**src/rtl/genius_ctrl.sv**
```systemverilog
// Moore controller sequencing the Genius game datapath: setup, FPGA-show / user / compare rounds, result screen.
// Optional FPGA-playback watchdog is compiled in with the GENIUS_WATCHDOG_EN macro.
module genius_ctrl #(
    parameter int unsigned HOLD_CYCLES = 50000000,
    parameter int unsigned CNT_W       = 32,
    parameter int unsigned WD_CYCLES   = 500000000
) (
    input  logic       CLOCK_50,
    input  logic       reset,
    input  logic       enter,
    input  logic       end_FPGA,
    input  logic       end_User,
    input  logic       end_time,
    input  logic       win,
    input  logic       match,
    output logic       R1,
    output logic       R2,
    output logic       E1,
    output logic       E2,
    output logic       E3,
    output logic       E4,
    output logic       SEL,
    output logic [2:0] state_o,
    output logic       fault
);

    typedef enum logic [2:0] {
        S_INIT      = 3'd0,
        S_SETUP     = 3'd1,
        S_PLAY_FPGA = 3'd2,
        S_PLAY_USER = 3'd3,
        S_CHECK     = 3'd4,
        S_ADV       = 3'd5,
        S_NEXT      = 3'd6,
        S_RESULT    = 3'd7
    } state_t;

    localparam logic [CNT_W-1:0] HOLD_C   = CNT_W'(HOLD_CYCLES);
    localparam logic [63:0]      CNT_NEED = (HOLD_CYCLES > WD_CYCLES) ? 64'(HOLD_CYCLES) : 64'(WD_CYCLES);
    localparam logic [63:0]      CNT_MAX  = (64'd1 << CNT_W) - 64'd1;

    // The shared counter must be able to reach the larger of the two limits.
    if (CNT_NEED > CNT_MAX) begin : g_cnt_w_check
        $error("genius_ctrl: CNT_W too narrow for HOLD_CYCLES/WD_CYCLES");
    end

    state_t           state_q, state_d;
    logic             enter_q;
    logic             enter_pulse;
    logic [CNT_W-1:0] cnt_q, cnt_d;
    logic             r1_q, r2_q, e1_q, e2_q, e3_q, e4_q, sel_q;
    logic             r1_d, r2_d, e1_d, e2_d, e3_d, e4_d, sel_d;

`ifdef GENIUS_WATCHDOG_EN
    localparam logic [CNT_W-1:0] WD_C = CNT_W'(WD_CYCLES);
    logic wd_trip;
    logic fault_q, fault_d;
`endif

    assign enter_pulse = enter & ~enter_q;

    always_comb begin
        state_d = state_q;
        cnt_d   = '0;
`ifdef GENIUS_WATCHDOG_EN
        wd_trip = 1'b0;
`endif
        case (state_q)
            S_INIT:      state_d = S_SETUP;
            S_SETUP:     if (enter_pulse) state_d = S_PLAY_FPGA;
            S_PLAY_FPGA: begin
                if (end_FPGA) begin
                    state_d = S_PLAY_USER;
`ifdef GENIUS_WATCHDOG_EN
                end else if (cnt_q == WD_C) begin
                    state_d = S_RESULT;
                    wd_trip = 1'b1;
`endif
                end
            end
            S_PLAY_USER: begin
                if (end_User)      state_d = S_CHECK;
                else if (end_time) state_d = S_RESULT;
            end
            S_CHECK:     state_d = match ? S_ADV : S_RESULT;
            S_ADV:       state_d = S_NEXT;
            S_NEXT:      state_d = win ? S_RESULT : S_PLAY_FPGA;
            S_RESULT:    if (enter_pulse && cnt_q == HOLD_C) state_d = S_INIT;
            default:     state_d = S_INIT;
        endcase

        // Counter only runs while staying in a timed state; any transition clears it.
        if (state_d == state_q) begin
            if (state_q == S_RESULT) begin
                cnt_d = (cnt_q == HOLD_C) ? cnt_q : cnt_q + CNT_W'(1);
            end
`ifdef GENIUS_WATCHDOG_EN
            if (state_q == S_PLAY_FPGA) begin
                cnt_d = (cnt_q == WD_C) ? cnt_q : cnt_q + CNT_W'(1);
            end
`endif
        end

        r1_d  = (state_d == S_INIT);
        r2_d  = (state_d == S_INIT) || (state_d == S_NEXT);
        e1_d  = (state_d == S_SETUP);
        e2_d  = (state_d == S_PLAY_USER);
        e3_d  = (state_d == S_PLAY_FPGA);
        e4_d  = (state_d == S_ADV);
        sel_d = (state_d != S_RESULT);

`ifdef GENIUS_WATCHDOG_EN
        fault_d = fault_q;
        if (wd_trip)                 fault_d = 1'b1;
        else if (state_d == S_INIT)  fault_d = 1'b0;
`endif
    end

    always_ff @(posedge CLOCK_50 or negedge reset) begin
        if (!reset) begin
            state_q <= S_INIT;
            enter_q <= 1'b1;
            cnt_q   <= '0;
            r1_q    <= 1'b1;
            r2_q    <= 1'b1;
            e1_q    <= 1'b0;
            e2_q    <= 1'b0;
            e3_q    <= 1'b0;
            e4_q    <= 1'b0;
            sel_q   <= 1'b1;
        end else begin
            state_q <= state_d;
            enter_q <= enter;
            cnt_q   <= cnt_d;
            r1_q    <= r1_d;
            r2_q    <= r2_d;
            e1_q    <= e1_d;
            e2_q    <= e2_d;
            e3_q    <= e3_d;
            e4_q    <= e4_d;
            sel_q   <= sel_d;
        end
    end

`ifdef GENIUS_WATCHDOG_EN
    always_ff @(posedge CLOCK_50 or negedge reset) begin
        if (!reset) fault_q <= 1'b0;
        else        fault_q <= fault_d;
    end
    assign fault = fault_q;
`else
    assign fault = 1'b0;
`endif

    assign R1      = r1_q;
    assign R2      = r2_q;
    assign E1      = e1_q;
    assign E2      = e2_q;
    assign E3      = e3_q;
    assign E4      = e4_q;
    assign SEL     = sel_q;
    assign state_o = state_q;

endmodule
```
**config.mk**
```make
export PLATFORM = sky130hd
export DESIGN_NAME = genius_ctrl
export DESIGN_NICKNAME = d
export VERILOG_FILES = /design/src/rtl/genius_ctrl.sv
export SDC_FILE = /design/constraint.sdc
export NUM_CORES = 1
export LEC_CHECK = 0
export ABC_AREA = 0
export ABC_CLOCK_PERIOD_IN_PS = 2650
export CAP_MARGIN = 10
export CORE_AREA = 2 2 65 67
export DETAILED_ROUTE_END_ITERATION = 7
export DIE_AREA = 0 0 67 69
export GPL_TIMING_DRIVEN = 1
export PLACE_DENSITY = 0.75
export SETUP_SLACK_MARGIN = 0.05
export SLEW_MARGIN = 10
export SYNTH_ARGS = -nofsm -noshare
export SYNTH_HDL_FRONTEND = slang
export SYNTH_SLANG_ARGS = --single-unit
export TNS_END_PERCENT = 50
```
**constraint.sdc**
```tcl
create_clock -name CLOCK_50 -period 2.65 [get_ports CLOCK_50]
set_input_delay 0.3975 -clock CLOCK_50 [delete_from_list [all_inputs] [get_ports CLOCK_50]]
set_output_delay 0.3975 -clock CLOCK_50 [all_outputs]
set_load 0.01 [all_outputs]
```
==> summary.txt <==
antenna-violating nets left = 0
syn_area_per_cell = 10.1 sq um
worst r2r src = cnt_q[0]
status = finished, final reports clean
total global routing overflow = 0
Synth Register Bits = 43
Finished Core Util = 62.7%
Slew Viols, Final = 0
synthesized area = 0.00219 sq mm
clk sinks = 43
crit path max fanout = 25
number of synthesized flops with an enable pin = 0
Critical Path Sink Type = register
final hold violations = 0
cts repair resizes = 0
Buffers on Ports = 17
post-place setup slack = 0.504 ns
Seq/Total Area, Yosys = 49.4%
Post-layout nets = 246
pwr dens = 437 mW/mm^2
Vert. Die Dim = 69 um
Final Cycle Share = 80.6%
Worst VDD drop = 410 uV
# IOs = 19
initial core utilization = 55.9%
# DRC = 0
Max clock buf depth = 2
DIE AREA = 0.00462 sq mm
synth warn = 0
root buffer cell = clkbuf_8
n_diodes = 0
TritonCTS buffer count = 5
Required @ worst endpoint = 2.80 ns
TritonCTS clock tree = done
row count = 23
Reg-to-Reg End = state_o[0]
vias in the first global route = 1533
core area = 0.00391 sq mm
Hold Path Class = primary input to asynchronous set/reset pin
worst-margin pin slew = 0.905 ns
number of filler cells placed in the layout = 336
Max-Cap Viols = 0
setup slack, reg-to-reg = 0.51 ns
DRT Pass-1 Iters = 4
GRT Resource Usage Total = 18.7%
hpwl dp = 2.78 mm
RSZ-0062 raised after global routing = false
Area after DPL = 0.00237 sq mm
register area = 0.00108 sq mm
Tmin final = 2.14 ns
drt wl/cell = 13.8 um
LEAKAGE = 1.06 nW
hold_buf cts = 0
worst rel slew slack = 39.7%
detailed-route wire length = 3.95 mm
postcts setup bufs = 0
H-tree depth = 2
PnR worst setup slack = 0.514 ns
WP data arrival = 2.28 ns
maximum clock frequency = 468 MHz
Setup crit start kind = register
DR vias = 1590
Clock transition at path regs = 0.07 ns
syn_nets = 227
Iter 0 DRT Violations = 120
cells after synthesis = 217
R2R cell count = 8
P&R area growth vs syn = 12.1%
most common cell after layout, fill and taps aside = dfrtp_1
crit path kind = register to register
Yosys cell types = 44
clk_skew = 0.00326 ns
Placer Congestion = 0.750
largest net degree at the start of global routing = 44
layout cells sized above 1 = 9.70%
setup tns final = 0 ns
worst skew pair latency = 0.28 ns
endpoints failing setup = 0
final instance area = 0.00245 sq mm
most frequent cells in the layout = dfrtp_1 (39), nor2_1 (36), xor2_1 (17)
Synth async-reset ratio = 100%
first-pass GRT wire length = 6.73 mm
drt via density = 5.54
main flop type after synthesis = dfrtp_1
area occupied by multi-input gates = 0.00101 sq mm
die width = 67 um
antenna violations before repair = 0
## report_power, final
part | switching, mW | leakage [nW] | internal, mW
sequential | 0.000233 | 0.556 | 0.657
combinational | 0.0155 | 0.467 | 0.0102
clock | 0.203 | 0.0395 | 0.187
## registers in the layout, summed over array words and instances, names as in the netlist
name / flops
E3: 1
enter_q: 1
R2: 1
E1: 1
E2: 1
cnt_q: 32
R1: 1
state_o: 3
E4: 1
SEL: 1
## worst max-delay path: stages (launching register included)
cell,delay (ns)
dfrtp_1,0.42
inv_1,0.10
ha_1,0.14
nor4bb_1,0.29
nand4_1,0.19
nor4_4,0.30
a21o_1,0.17
buf_4,0.27
nand3_1,0.11
## final cells by class
cell class,count,share of cell area (%)
inverters,5,0.765
clock buffers,8,3.26
multi-input cells,159,41.1
repair buffers,22,8.26
flip-flops and latches,43,44.0
well taps,50,2.55
## logic make-up after synthesis
kind of cell               after synthesis  share of synthesized area [%]
DFF                                     43                           49.4
xor gates and xnor gates                27                           10.8
adders and majority gates                2                           1.14
buffers and inverters                   15                           4.51
AOI/OAI and AO/OA                       19                           5.31
muxes                                    1                          0.457
other                                    1                          0.171
and+or+nand+nor                        109                           28.2
## worst max path at each step
stage | startpoint | end | cells after the start
2_1_floorplan | cnt_q[0] | state_o[0] | 9
3_3_place_gp | cnt_q[0] | state_o[0] | 8
3_5_place_dp | cnt_q[0] | state_o[0] | 8
4_1_cts | cnt_q[0] | state_o[0] | 8
5_1_grt | cnt_q[0] | state_o[0] | 8
6_report | cnt_q[0] | state_o[0] | 8
## cells in the mapped netlist (all sizes together) (3+ instances only)
cell	count	share of area (%)
inv	5	0.86
a21oi	6	1.4
nand4	12	3.4
buf	7	3.1
nand2b	5	1.4
o21ai	5	1.1
nor3	5	1.9
nor4	4	1.8
clkbuf	3	0.51
nand2	14	2.4
and3	3	0.86
xnor2	10	4.0
dfstp	4	4.8
nand3	14	3.9
dfrtp	39	45
xor2	17	6.8
and4	4	1.6
nor2	36	6.2
## metrics by stage
step / hold slack, ns / power, mW / instances
floorplan: 0.102 / 0.674 / 217
global placement: 0.515 / 0.697 / 279
detailed placement: 0.541 / 0.698 / 279
CTS: 0.278 / 1.09 / 287
global route: 0.308 / 1.13 / 287
finish: 0.243 / 1.07 / 287
## layer usage
layer	wire length (um)	vias to the layer above	share of wire, %	GRT usage (%)
met2	1900	28	48	28.1
met5	0	-	0	0
met1	1890	774	48	25.9
met4	38	0	0.96	6.12
met3	126	4	3.2	5.38
li1	-	784	-	-
No activity file was read; power rests on OpenSTA's default activity.
